**src/rtl/fetch_issue.sv**
```systemverilog
// ---------------------------------------------------------------------------
// fetch_issue
//
// Instruction fetch/issue front end. It fetches one word at a time over a
// req/ack instruction-memory port and presents it on inst for exactly one
// ISSUE cycle. The decoder's control for that word (ctrl_a) selects the next
// step:
//   - a branch or jump waits FLUSH_SLOTS cycles (flush=1) until its control
//     reaches ctrl_c, and the PC is then steered there;
//   - a multiply holds the front end for MUL_CYCLES-1 cycles (stall=1);
//   - anything else fetches pc+1 straight away.
// Outside ISSUE inst is 16'h0000 (nop), so the decoder pipeline fills with
// bubbles.
//
// Ports
//   clk, rst_n      clock (posedge) and asynchronous active-low reset
//   ctrl_a          decoder control of the word currently on inst
//   ctrl_c          decoder control two stages back (branch/jump resolution)
//   ula_zero        ALU zero flag aligned with ctrl_c
//   branch_target   conditional branch target aligned with ctrl_c
//   jump_target     jump target aligned with ctrl_c
//   imem_req/addr   fetch request and address (address stable while req=1)
//   imem_ack/rdata  fetch completion and data, sampled only while req=1
//   inst            instruction to the decoder, nop except during ISSUE
//   pc              address of the last issued instruction
//   stall           high during multiply stall cycles
//   flush           high during branch/jump resolution cycles
// ---------------------------------------------------------------------------
module fetch_issue #(
    parameter int PC_W        = 12,
    parameter int INST_W      = 16,
    parameter int FLUSH_SLOTS = 2,
    parameter int MUL_CYCLES  = 3
) (
    input  logic              clk,
    input  logic              rst_n,
    input  logic [15:0]       ctrl_a,
    input  logic [15:0]       ctrl_c,
    input  logic              ula_zero,
    input  logic [PC_W-1:0]   branch_target,
    input  logic [PC_W-1:0]   jump_target,
    output logic              imem_req,
    output logic [PC_W-1:0]   imem_addr,
    input  logic              imem_ack,
    input  logic [INST_W-1:0] imem_rdata,
    output logic [INST_W-1:0] inst,
    output logic [PC_W-1:0]   pc,
    output logic              stall,
    output logic              flush
);

    // One counter serves both the resolve window and the multiply stall, so
    // it is sized for whichever is longer.
    localparam int CNT_MAX = (FLUSH_SLOTS > MUL_CYCLES - 1) ? FLUSH_SLOTS : MUL_CYCLES - 1;
    localparam int CNT_W   = (CNT_MAX < 2) ? 1 : $clog2(CNT_MAX + 1);

    localparam logic [CNT_W-1:0] CNT_FLUSH  = CNT_W'(FLUSH_SLOTS);
    localparam logic [CNT_W-1:0] CNT_MUL    = CNT_W'(MUL_CYCLES - 1);
    localparam logic [CNT_W-1:0] CNT_ONE    = CNT_W'(1);
    localparam logic [PC_W-1:0]  PC_ONE     = PC_W'(1);
    localparam bit               MUL_STALLS = (MUL_CYCLES > 1);

    typedef enum logic [2:0] {
        BOOT,
        FETCH,
        ISSUE,
        RESOLVE,
        MUL
    } state_t;

    state_t            state;
    logic [PC_W-1:0]   next_pc;
    logic [CNT_W-1:0]  cnt;

    logic [PC_W-1:0]   pc_inc;
    logic              is_xfer;
    logic              is_mul;
    logic [PC_W-1:0]   resolved_pc;

    // Sequential successor wraps modulo 2^PC_W with no carry out.
    assign pc_inc = pc + PC_ONE;

    // Any hint of a control transfer (branch flag or a non-zero FonteCP)
    // sends the front end into the resolve window; it outranks Mul.
    assign is_xfer = ctrl_a[0] | (ctrl_a[7:6] != 2'b00);
    assign is_mul  = ctrl_a[10];

    // Steering from the control that has reached ctrl_c: jump beats a taken
    // branch, and everything else (including FonteCP=11) falls through.
    always_comb begin
        resolved_pc = pc_inc;
        if (ctrl_c[7:6] == 2'b10) begin
            resolved_pc = jump_target;
        end else if ((ctrl_c[7:6] == 2'b01) && ctrl_c[0] && ula_zero) begin
            resolved_pc = branch_target;
        end
    end

    // Control bits that do not influence fetch steering.
    logic unused_ctrl;
    assign unused_ctrl = ^{ctrl_a[15:11], ctrl_a[9:8], ctrl_a[5:1],
                           ctrl_c[15:8], ctrl_c[5:1]};

    always_ff @(posedge clk or negedge rst_n) begin
        if (!rst_n) begin
            state     <= BOOT;
            next_pc   <= '0;
            cnt       <= '0;
            imem_req  <= 1'b0;
            imem_addr <= '0;
            inst      <= '0;
            pc        <= '0;
            stall     <= 1'b0;
            flush     <= 1'b0;
        end else begin
            case (state)
                BOOT: begin
                    imem_req  <= 1'b1;
                    imem_addr <= next_pc;
                    state     <= FETCH;
                end

                FETCH: begin
                    // An ack in the very first FETCH cycle is accepted.
                    if (imem_req && imem_ack) begin
                        imem_req <= 1'b0;
                        inst     <= imem_rdata;
                        pc       <= imem_addr;
                        state    <= ISSUE;
                    end
                end

                ISSUE: begin
                    inst <= '0;
                    if (is_xfer) begin
                        cnt   <= CNT_FLUSH;
                        flush <= 1'b1;
                        state <= RESOLVE;
                    end else if (is_mul && MUL_STALLS) begin
                        cnt   <= CNT_MUL;
                        stall <= 1'b1;
                        state <= MUL;
                    end else begin
                        next_pc   <= pc_inc;
                        imem_req  <= 1'b1;
                        imem_addr <= pc_inc;
                        state     <= FETCH;
                    end
                end

                RESOLVE: begin
                    cnt <= cnt - CNT_ONE;
                    // In the final slot the transfer's own control is on
                    // ctrl_c, together with its flag and targets.
                    if (cnt == CNT_ONE) begin
                        flush     <= 1'b0;
                        next_pc   <= resolved_pc;
                        imem_req  <= 1'b1;
                        imem_addr <= resolved_pc;
                        state     <= FETCH;
                    end
                end

                MUL: begin
                    cnt <= cnt - CNT_ONE;
                    if (cnt == CNT_ONE) begin
                        stall     <= 1'b0;
                        next_pc   <= pc_inc;
                        imem_req  <= 1'b1;
                        imem_addr <= pc_inc;
                        state     <= FETCH;
                    end
                end

                default: begin
                    state <= BOOT;
                end
            endcase
        end
    end

endmodule

```
**config.mk**
```make
export PLATFORM = sky130hd
export DESIGN_NAME = fetch_issue
export DESIGN_NICKNAME = d
export VERILOG_FILES = /design/src/rtl/fetch_issue.sv
export SDC_FILE = /design/constraint.sdc
export NUM_CORES = 1
export LEC_CHECK = 0
export BUFFER_PORTS_ARGS = -buffer_cell sky130_fd_sc_hd__buf_2
export CORE_UTILIZATION = 30
export DETAILED_ROUTE_END_ITERATION = 12
export GPL_TIMING_DRIVEN = 1
export HOLD_SLACK_MARGIN = 0.05
export SYNTH_ARGS = -nofsm -noshare
export SYNTH_HDL_FRONTEND = slang
export SYNTH_SLANG_ARGS = --single-unit
```
**constraint.sdc**
```tcl
create_clock -name clk -period 2.5 [get_ports clk]
set_clock_uncertainty 0.05 [all_clocks]
set_input_delay 0.5 -clock clk [delete_from_list [all_inputs] [get_ports clk]]
set_output_delay 0.5 -clock clk [all_outputs]
set_load 0.1 [all_outputs]
```
# Word level (Yosys, flattened, before mapping)

Cells that the tools add are included.

Reductions and logical operators: 22
Add/sub/neg operators: 2
Bitwise operators: 1
Multiply operators: 0
Div/mod/pow operators: 0
Mux-type cells: 29
Equality and inequality tests: 16
Shift-type cells: 0
$lt $le $gt $ge: 0

Operators with widths:

| operator              | number |
|---|---|
| $mux 12               | 6 |
| $pmux 12 s4           | 1 |
| $pmux 12 s3           | 1 |
| $pmux 16 s2           | 1 |
| $mux 16               | 1 |
| $reduce_and 5->1      | 3 |
| $ne 2x2->1 const B    | 7 |
| $add 12x1->12 const B | 1 |
| $mux 3                | 4 |
| $pmux 3 s4            | 1 |
| $reduce_bool 2->1     | 5 |
| $mux 1                | 8 |
| $reduce_and 2->1      | 4 |
| $reduce_bool 4->1     | 2 |
| $eq 3x2->1 const B    | 2 |
| $eq 2x1->1 const B    | 2 |
| $mux 2                | 2 |
| $pmux 1 s2            | 2 |
| $pmux 1 s4            | 1 |
| $pmux 2 s2            | 1 |
| $reduce_and 4->1      | 1 |
| $eq 3x1->1 const B    | 1 |
| $eq 3x3->1 const B    | 1 |
| $logic_and 1x1->1     | 3 |
| other kinds (9)       | 9 |

Memories: 0
Bits in latches: 0
Input bits: 76
RAM bits: 0
Bits in read-only memories: 0
Output and inout port bits: 43
Logic and storage cells: 79
Register bits after elaboration: 60

# Logic depth before layout (Yosys ltp)

Gate-level depths: netlist of run 1.

Word-level depth: 7
Mapped depth: 8
Depth with buffers taken out: 7

# Worst setup path after synthesis of run 1

OpenSTA, ideal clock, no wires.

Path kind: register to register
From: register pc[0]
To: register imem_addr[10]
Path slack: -26 ps
Arrival: 2390 ps
Data required time: 2363 ps
Setup time: 87 ps
Cell stages (with the launch flop): 7
Path through: dfrtp_1 -> ha_1 -> nand2_1 -> or4_4 -> a31oi_2 -> o21ai_1 -> o211ai_1

Cells in the longest elaborated chain, start to end: 5

RTL lines:

| item                     | line | RTL |
|---|---|---|
| start: declaration       | 47   | `output logic [PC_W-1:0] pc,` |
| start signal: assignment | 128  | `pc <= imem_addr;` |
| $add 12x1->12 (*)        | 81   | `assign pc_inc = pc + PC_ONE;` |
| $mux 12                  | 94   | `end else if ((ctrl_c[7:6] == 2'b01) && ctrl_c[0] && ula_zero) begin` |
| $mux 12                  | 92   | `if (ctrl_c[7:6] == 2'b10) begin` |
| $mux 12                  | 155  | `if (cnt == CNT_ONE) begin` |
| $pmux 12 s4 (*)          | 116  | `case (state)` |
| end signal: assignment   | 119  | `imem_addr <= next_pc;` |
| end signal: assignment   | 159  | `imem_addr <= resolved_pc;` |
| end signal: assignment   | 170  | `imem_addr <= pc_inc;` |
| end: declaration         | 43   | `output logic [PC_W-1:0] imem_addr,` |

Mark *: on every way between the ends. The rest lies on a longest branch, timed or not. The select of a mux whose other input is x is not followed.
A chain may end at the register's enable or synchronous reset.

# Worst setup path after layout of run 1

From: register cnt[0]
To: register next_pc[3]

Cells in the longest elaborated chain, start to end: 3

RTL lines:

| item                           | line     | RTL |
|---|---|---|
| start: declaration             | 73       | `logic [CNT_W-1:0] cnt;` |
| start signal: assignment       | 152      | `cnt <= cnt - CNT_ONE;` |
| start signal: assignment       | 165      | `cnt <= cnt - CNT_ONE;` |
| $eq 2x1->1 (*)                 | 155, 166 |  |
| $ne 2x2->1 (no line)           | --       |  |
| $reduce_and 5->1 (no line) (*) | --       |  |
| end signal: assignment         | 144      | `next_pc <= pc_inc;` |
| end signal: assignment         | 157      | `next_pc <= resolved_pc;` |
| end signal: assignment         | 168      | `next_pc <= pc_inc;` |
| end: declaration               | 72       | `logic [PC_W-1:0] next_pc;` |

Mark *: on every way between the ends. The rest lies on a longest branch, timed or not.

==> qor.csv, run 1 <==
stage;metric;value;unit
grt;antenna_found_initial;0;
timing;rsz0062_at_grt;false;
floorplan;rows;38;
placement;place_ws;0.298;ns
yosys;synth_nets;441;
layout;fillCellCount;1105;
yosys;synth_edf_count;0;
run_status;status;finished clean;
layout;nNetsFinal;543;
clocking;cts_tree;built;
yosys;ys_ff_latch;60;
worst_setup_path;crit_arrival;2.41;ns
run;maxCapViolCount;0;
yosys;synth-async-reset-ratio;100;%
yosys;synth-seq-area-share;44.4;%
clocking;cts_buffers;9;
timing;max_freq;449;MHz
placement;place.gp.congestion;0.837;
layout;diodes;0;
worst_setup_path;cp_max_fo;13;
grt;grt_pass1_vias;2890;
drt;routedWlPerCell;15.0;um
drt;ant_nets;0;
drt;drt_wl_total;9.17;mm
floorplan;io_pins;119;
clocking;cts-htree-levels;3;
timing;report.final.hold_viol_count;0;
drt;vias;3120;
yosys;synth_flop_cell;dfrtp_1;
timing;relSlewSlack;34.8;%
floorplan;dieHeight;108;um
yosys;yosysUniqueCellTypes;61;
placement;dp_hpwl;6.84;mm
worst_setup_path;critical_path_class;flop to flop;
drt;drc;0;
clocking;clk_path_buf_depth;2;
timing;final-max-slew-violation-count;0;
worst_setup_path;crit_required;2.69;ns
yosys;postSynthAreaPerCell;9.32;um^2
clocking;cts_setup_buffers;0;
timing;tns;0;ns
drt;dr.first_iter.drc_count;243;
clocking;clk_latency;0.34;ns
yosys;synth.cell_area;3380;um^2
layout;multi_input_area;1740;um^2
floorplan;fp.dieW;108;um
clocking;cts.hold.buffers_added;0;
clocking;cts_resized;0;
worst_hold_path;min_path_type;primary input to asynchronous set/reset pin;
drt;via_per_inst;5.11;
floorplan;dieArea;11700;um^2
timing;setup_slack;0.273;ns
grt;grt.total_usage;16.8;%
worst_setup_path;critPathLaunchType;flop;
placement;io_buffers;93;
layout;final_cells;610;
clocking;cts_sinks;60;
timing;min_period;2.23;ns
yosys;syn_inst;363;
floorplan;start_util;31.1;%
timing;finalSetupViolCount;0;
clocking;root_buffer;clkbuf_8;
timing;worst_pin_slew;0.976;ns
yosys;yosys_warnings;0;
grt;grt_pass1_wl;15.1;mm
layout;syn_to_final_growth;27.2;%
timing;fin_crit_sh;89.1;%
placement;dp.cells;594;
drt;firstDrtPassIters;4;
layout;regArea;1500;um^2
clocking;clk_pin_slew_worst_paths;0.07;ns
layout;drive_gt1_share;34.0;%
grt;grt_max_degree;33;
floorplan;coreArea;10900;um^2
worst_setup_path;endpoint_kind;flop;
grt;grt-ovfl-total;0;
-- routing by layer --
layer / global-route usage [%] / routed length (um) / vias up
met5: 0 / 0 / -
met4: 4.60 / 82 / 0
met2: 25.9 / 4000 / 118
met1: 22.9 / 4410 / 1468
met3: 4.76 / 678 / 8
li1: - / - / 1526
-- Yosys cell counts, types with 5 or more instances --
cell type	n	share of area, %
xor2_1	6	1.6
nor3_1	5	0.74
inv_1	8	0.89
dfrtp_1	60	44
nand2b_1	5	0.92
a21oi_1	15	2.2
a31oi_1	10	1.8
o21ai_0	44	6.5
and2_1	6	1.1
mux2_2	10	3.3
clkbuf_1	7	0.78
buf_2	9	1.3
nand3_1	6	0.89
nand2_1	59	6.5
nor2_1	23	2.6
-- critical path, cell delays in order (launching register included) --
cell and delay [ns]:
dfrtp_1 0.40, ha_1 0.29, nand2_1 0.14, nor3_1 0.09
a211oi_2 0.82, a21oi_1 0.08, a22o_1 0.24
-- logic make-up (layout without fill, tap and decap cells) --
family	Yosys count	after routing	synth area share, %
AO/OA/AOI/OAI	127	127	25.7
AND/OR/NAND/NOR	125	125	18.2
flip-flops	60	60	44.4
buffers and inverters	28	135	4.22
multiplexers	13	13	4.59
XOR/XNOR	8	8	2.07
adder cells (fa/ha/maj)	2	2	0.740
-- path summary, 6_finish.rpt --
check / startpoint / endpoint / slack, ns / cells after the start
max: cnt[0] / next_pc[3] / 0.27 / 6
min: rst_n / inst[1] / 0.07 / 1
max reg2reg: cnt[0] / next_pc[3] / 0.27 / 6
min reg2reg: next_pc[6] / next_pc[6] / 0.42 / 2
max in group asynchronous: rst_n / pc[6] / 1.70 / 2
min in group clk: imem_rdata[8] / inst[8] / 0.31 / 3
-- metrics by stage --
| step | utilization [%] | cell area [um^2] | hold slack [ns] |
|---|---|---|---|
| finish | 39.5 | 4300 | 0.0707 |
| global route | 39.5 | 4300 | 0.103 |
| CTS | 39.5 | 4300 | 0.0845 |
| detailed placement | 37.2 | 4050 | 0.410 |
| global placement | 37.2 | 4050 | 0.403 |
| floorplan | - | 3380 | 0.154 |
-- area by class of cell --
type | instances | share of cell area [%]
Clock inverter | 4 | 2.21
Tap cell | 140 | 4.07
Timing Repair Buffer | 111 | 14.0
Multi-Input combinational cell | 275 | 40.5
Sequential cell | 60 | 34.9
Clock buffer | 12 | 3.61
Inverter | 8 | 0.698
-- cells in the final DEF (no fill, tap or decap), drive strengths merged, types with 3 or more instances in the layout --
cell type  count
a211o          3
a211oi         5
a21oi         18
a221oi         3
a22oi          4
a31oi         14
and2           7
buf          111
bufinv         3
clkbuf        12
dfrtp         60
inv            8
mux2          10
nand2         59
nand2b         5
nand3          6
nor2          26
nor2b          3
nor3           5
o211ai         4
o21ai         47
o221ai         4
o22ai          3
or3            3
xor2           6
-- state kept, by name, indices dropped and copies added, names as in the netlist --
signal and cells:
stall 1, next_pc 12, imem_addr 12, pc 12, flush 1, cnt 2
state 3, imem_req 1, inst 16
Power of run 1 is left out: the tool's default activity adds up to more than one toggle a clock period on the data nets, which glitch-free logic cannot reach.
==> run 2: changes to the inputs <==
--- a/config.mk
+++ b/config.mk
@@ -6,4 +6,5 @@
 export NUM_CORES = 1
 export LEC_CHECK = 0
+export ABC_CLOCK_PERIOD_IN_PS = 2500
 export BUFFER_PORTS_ARGS = -buffer_cell sky130_fd_sc_hd__buf_2
 export CORE_UTILIZATION = 30
--- a/constraint.sdc
+++ b/constraint.sdc
@@ -3,3 +3,3 @@
 set_input_delay 0.5 -clock clk [delete_from_list [all_inputs] [get_ports clk]]
 set_output_delay 0.5 -clock clk [all_outputs]
-set_load 0.1 [all_outputs]
+set_load 0.05 [all_outputs]
==> run 2 against run 1 <==
Global-route usage fell by 0.48 points. Die area did not move. Largest cell class unchanged. Sequential share of layout area increased by 0.75 points. Critical endpoint is now next_pc[4]. Final cell count down 0.66%. Register-to-register slack got worse by 0.03 ns. Maximum frequency fell by 1.4%. Core utilization down 0.86 points.
==> qor.csv, run 2 (synthesis results as in run 1) <==
stage;metric;value;unit
run_status;status;finished clean;
power_and_ir_drop;power.static_leakage;1.85;nW
grt;antenna_found_initial;0;
drt;routedWlPerCell;15.0;um
placement;place.gp.congestion;0.812;
drt;via_per_inst;5.09;
power_and_ir_drop;power_per_cell_area;1450;nW/um^2
floorplan;fp.dieW;108;um
floorplan;io_pins;119;
floorplan;start_util;31.1;%
floorplan;rows;38;
clocking;cts_resized;0;
power_and_ir_drop;total_power;6.10;mW
drt;drt_wl_total;9.09;mm
power_and_ir_drop;combPwrFrac;58.1;%
clocking;cts_tree;built;
clocking;cts-htree-levels;3;
floorplan;dieArea;11700;um^2
timing;worst_pin_slew;0.964;ns
power_and_ir_drop;pwr-share-seq;29.8;%
timing;tns;0;ns
timing;final-max-slew-violation-count;0;
clocking;root_buffer;clkbuf_8;
clocking;cts_setup_buffers;0;
placement;dp.cells;590;
placement;place_ws;0.273;ns
worst_setup_path;crit_arrival;2.43;ns
layout;fillCellCount;1090;
clocking;clk_path_buf_depth;2;
drt;ant_nets;0;
layout;diodes;0;
placement;dp_hpwl;6.66;mm
layout;largest_reg_flops;16;
timing;max_freq;443;MHz
clocking;cts_buffers;9;
worst_hold_path;min_path_type;primary input to asynchronous set/reset pin;
run;maxCapViolCount;0;
worst_setup_path;critPathLaunchType;flop;
layout;final_cells;606;
layout;layout_commonest_cell;buf_2;
layout;drive_gt1_share;32.6;%
worst_setup_path;endpoint_kind;flop;
timing;rsz0062_at_grt;false;
worst_setup_path;critical_path_class;flop to flop;
power_and_ir_drop;peakVddDrop;516;uV
drt;firstDrtPassIters;4;
floorplan;dieHeight;108;um
layout;nNetsFinal;539;
timing;report.final.hold_viol_count;0;
placement;io_buffers;93;
power_and_ir_drop;intPower;2.94;mW
worst_setup_path;cp_max_fo;13;
layout;final_cell_mix;93 x buf_2, 60 x dfrtp_1, 59 x nand2_1;
timing;hold_slack;0.103;ns
grt;grt-ovfl-total;0;
clocking;clk_latency;0.33;ns
clocking;cts.hold.buffers_added;0;
grt;grt_pass1_vias;2950;
timing;relSlewSlack;35.6;%
drt;drc;0;
power_and_ir_drop;clock_power_share;12.1;%
timing;setup_slack;0.241;ns
power_and_ir_drop;sw_frac_of_total;51.9;%
grt;grt_max_degree;48;
drt;dr.first_iter.drc_count;218;
timing;min_period;2.26;ns
timing;finalSetupViolCount;0;
power_and_ir_drop;p_switching;3.16;mW
layout;top_register;inst;
drt;vias;3086;
grt;grt_pass1_wl;14.7;mm
worst_setup_path;crit_required;2.67;ns
clocking;cts_sinks;60;
grt;grt.total_usage;16.3;%
timing;fin_crit_sh;90.4;%
clocking;clk_pin_slew_worst_paths;0.07;ns
floorplan;coreArea;10900;um^2
layout;syn_to_final_growth;24.4;%
run 2: cell count changes in the layout (fill, tap and decap cells not counted), sizes merged:
cell,before,now
buf,111,107
bufinv,3,0
clkbuf,12,14
clkinv,1,2
run 2: final cells by class:
class | instances | area (um^2) | share of cell area (%)
multi-input combinational | 275 | 1740 | 41.4
sequential | 60 | 1500 | 35.7
timing repair buffer | 107 | 596 | 14.2
tap | 140 | 175 | 4.16
clock buffer | 14 | 153 | 3.63
inverter | 8 | 30.0 | 0.714
clock inverter | 2 | 10.0 | 0.238
run 2: worst paths after layout:
kind | startpoint | to | slack [ns] | cells past startpoint
hold reg to reg | next_pc[6] | next_pc[6] | 0.43 | 2
setup reg to reg | cnt[1] | next_pc[4] | 0.24 | 7
min in group clk | imem_rdata[2] | inst[2] | 0.33 | 3
setup / recovery | cnt[1] | next_pc[4] | 0.24 | 7
max in group asynchronous | rst_n | next_pc[9] | 1.70 | 2
hold / removal | rst_n | inst[0] | 0.10 | 1
run 2: per-stage QoR:
step	cell area, um^2	util [%]
after floorplan	3380	-
after global placement	4050	37.2
after detailed placement	4050	37.2
after CTS	4210	38.6
after global routing	4210	38.6
final	4210	38.6
run 2: per-layer routing:
metal  vias to the layer above  track usage [%]  wire length (um)
met1                      1438             23.4              4350
li1                       1517                -                 -
met4                         0             7.34               110
met5                         -                0                 0
met3                         9             3.19               744
met2                       122             23.6              3890
run 2: power groups by stage:
stage	combinational, mW	sequential (mW)	clock (mW)
2_1_floorplan	1.67	2.78	0
5_1_grt	3.86	1.89	0.807
4_1_cts	3.56	1.82	0.757
3_3_place_gp	3.50	1.81	0
6_report	3.54	1.82	0.738
3_5_place_dp	3.55	1.83	0
run 2: worst max-delay path, stage by stage, from the launching register on:
cell      delay, ns
dfrtp_1        0.37
inv_1          0.07
ha_1           0.27
nand2_1        0.15
nor3_1         0.10
a211oi_2       0.83
a21oi_1        0.08
a22o_1         0.24
Note: power is estimated with default switching activity, not from simulation.
==> run 3: changes to the inputs <==
--- a/config.mk
+++ b/config.mk
@@ -12,4 +12,5 @@
 export GPL_TIMING_DRIVEN = 1
 export HOLD_SLACK_MARGIN = 0.05
+export RECOVER_POWER = 25
 export SYNTH_ARGS = -nofsm -noshare
 export SYNTH_HDL_FRONTEND = slang
==> constraint.sdc (replaced) <==
create_clock -name clk -period 2.5 [get_ports clk]
set_clock_uncertainty 0.05 [all_clocks]
set_input_delay 0.125 -clock clk [delete_from_list [all_inputs] [get_ports clk]]
set_output_delay 0.125 -clock clk [all_outputs]
set_load 0.05 [all_outputs]
==> run 3 against run 2 <==
Flip-flop and latch count did not move. Hold slack lost 0.016 ns. Sequential power barely moved. Critical path type unchanged. Combinational power barely moved. Global-route usage up 0.37 points. Critical path depth shrank 1. Final cell count is 2.6% higher. Total power rose by 3.5%.
==> qor.csv, run 3 (synthesis results as in run 1) <==
stage;metric;value;unit
run;maxCapViolCount;0;
worst_setup_path;endpoint_kind;flop;
worst_setup_path;cp_max_fo;13;
layout;final_cells;622;
floorplan;start_util;31.1;%
floorplan;dieHeight;108;um
worst_setup_path;path_cells;ha_1, nand2_1, nor3_1, a211oi_2, a21oi_1, a22o_1;
timing;relSlewSlack;6.73;%
layout;layout_commonest_cell;buf_2;
layout;top_register;inst;
timing;min_period;2.20;ns
floorplan;coreArea;10900;um^2
timing;final-max-slew-violation-count;0;
drt;drt_wl_total;9.46;mm
timing;max_freq;455;MHz
drt;routedWlPerCell;15.2;um
floorplan;fp.dieW;108;um
worst_setup_path;critPathLaunchType;flop;
drt;ant_nets;0;
clocking;cts_sinks;60;
grt;antenna_found_initial;0;
layout;nNetsFinal;555;
timing;fin_crit_sh;87.8;%
placement;dp.cells;589;
worst_setup_path;r2r_slack;0.30;ns
timing;finalSetupViolCount;0;
placement;place.gp.congestion;0.833;
timing;tns;0;ns
placement;dp_hpwl;6.73;mm
worst_hold_path;min_path_type;primary input to flop;
layout;final_cell_mix;80 x buf_2, 60 x dfrtp_1, 59 x nand2_1;
timing;rsz0062_at_grt;false;
power_and_ir_drop;power.static_leakage;1.89;nW
worst_hold_path;min_path_cells;3;
drt;vias;3169;
layout;design_area;4390;um^2
floorplan;rows;38;
layout;largest_reg_flops;16;
floorplan;io_pins;119;
worst_setup_path;worst_r2r_path_depth;6;
drt;firstDrtPassIters;4;
layout;diodes;0;
worst_setup_path;critical-path-slowest-cell;a211oi_2;
timing;report.final.hold_viol_count;0;
timing;worst_pin_slew;1.40;ns
timing;hold_slack;0.0866;ns
drt;dr.first_iter.drc_count;213;
layout;multi_input_area;1740;um^2
clocking;cts_buffers;9;
power_and_ir_drop;power_per_cell_area;1440;nW/um^2
clocking;cts-htree-levels;3;
timing;setup_slack;0.304;ns
worst_setup_path;crit_arrival;2.38;ns
layout;fillCellCount;1087;
grt;grt_max_degree;48;
worst_hold_path;min_to;state[2];
layout;drive_gt1_share;29.3;%
placement;place_area;4030;um^2
placement;io_buffers;93;
worst_hold_path;min_from;ctrl_a[10];
grt;grt.total_usage;16.7;%
clocking;clk_pin_slew_worst_paths;0.07;ns
layout;regArea;1500;um^2
clocking;clk_latency;0.33;ns
worst_setup_path;timing.rr.end;next_pc[4];
drt;drc;0;
worst_setup_path;cpPeakStageDelay;0.79;ns
worst_setup_path;reg2reg_from;cnt[0];
grt;grt-ovfl-total;0;
clocking;cts_tree;built;
grt;grt_pass1_wl;15.0;mm
power_and_ir_drop;peakVddDrop;578;uV
worst_setup_path;critical_path_class;flop to flop;
drt;via_per_inst;5.09;
clocking;cts_resized;0;
grt;grt_pass1_vias;3001;
layout;syn_to_final_growth;29.9;%
clocking;root_buffer;clkbuf_8;
clocking;clk_path_buf_depth;2;
worst_setup_path;crit_required;2.68;ns
run_status;status;finished clean;
floorplan;dieArea;11700;um^2
placement;place_ws;0.305;ns
[run 3: report_power, final]
part	leakage, nW	switching (mW)	internal [mW]
Clock	0.113	0.382	0.584
Sequential	0.723	0.416	1.41
Combinational	1.06	2.41	1.12
[run 3: per-stage QoR]
| step | power (mW) | util, % |
|---|---|---|
| finish | 6.32 | 40.3 |
| floorplan | 4.45 | - |
| global placement | 5.28 | 37.0 |
| CTS | 6.36 | 40.5 |
| detailed placement | 5.35 | 37.0 |
| global route | 6.75 | 40.3 |
[run 3: area by class of cell]
cell class,instances,area share (%)
Multi-Input combinational cell,275,39.7
Sequential cell,60,34.2
Timing Repair Buffer,123,16.5
Tap cell,140,3.99
Clock buffer,11,3.22
Clock inverter,5,1.71
Inverter,8,0.684
[run 3: how the worst max path moves through the flow]
stage,from,endpoint,slack [ns]
2_1_floorplan,pc[0],next_pc[10],0.34
3_3_place_gp,state[2],next_pc[3],0.35
3_5_place_dp,cnt[1],next_pc[4],0.31
4_1_cts,cnt[1],next_pc[3],0.31
5_1_grt,cnt[1],next_pc[4],0.11
6_report,cnt[0],next_pc[4],0.30
[run 3: critical path: cells and delay by family (launching register included)]
kind            cells  cell delay (ns)
compound gates      3             1.12
fa+ha+maj           1             0.28
simple gates        2             0.24
flops               1             0.40
[run 3: timing repair]
action / in CTS / in global routing
hold buffers: 17 / 0
hold endpoints to repair: 39 / 0
buffers inserted: 0 / 0
[run 3: layer usage]
layer	up-vias	global-route usage, %	routed length (um)
met3	9	3.80	677
met5	-	0	0
met2	106	25.3	4160
li1	1556	-	-
met1	1498	23.0	4490
met4	0	6.46	126
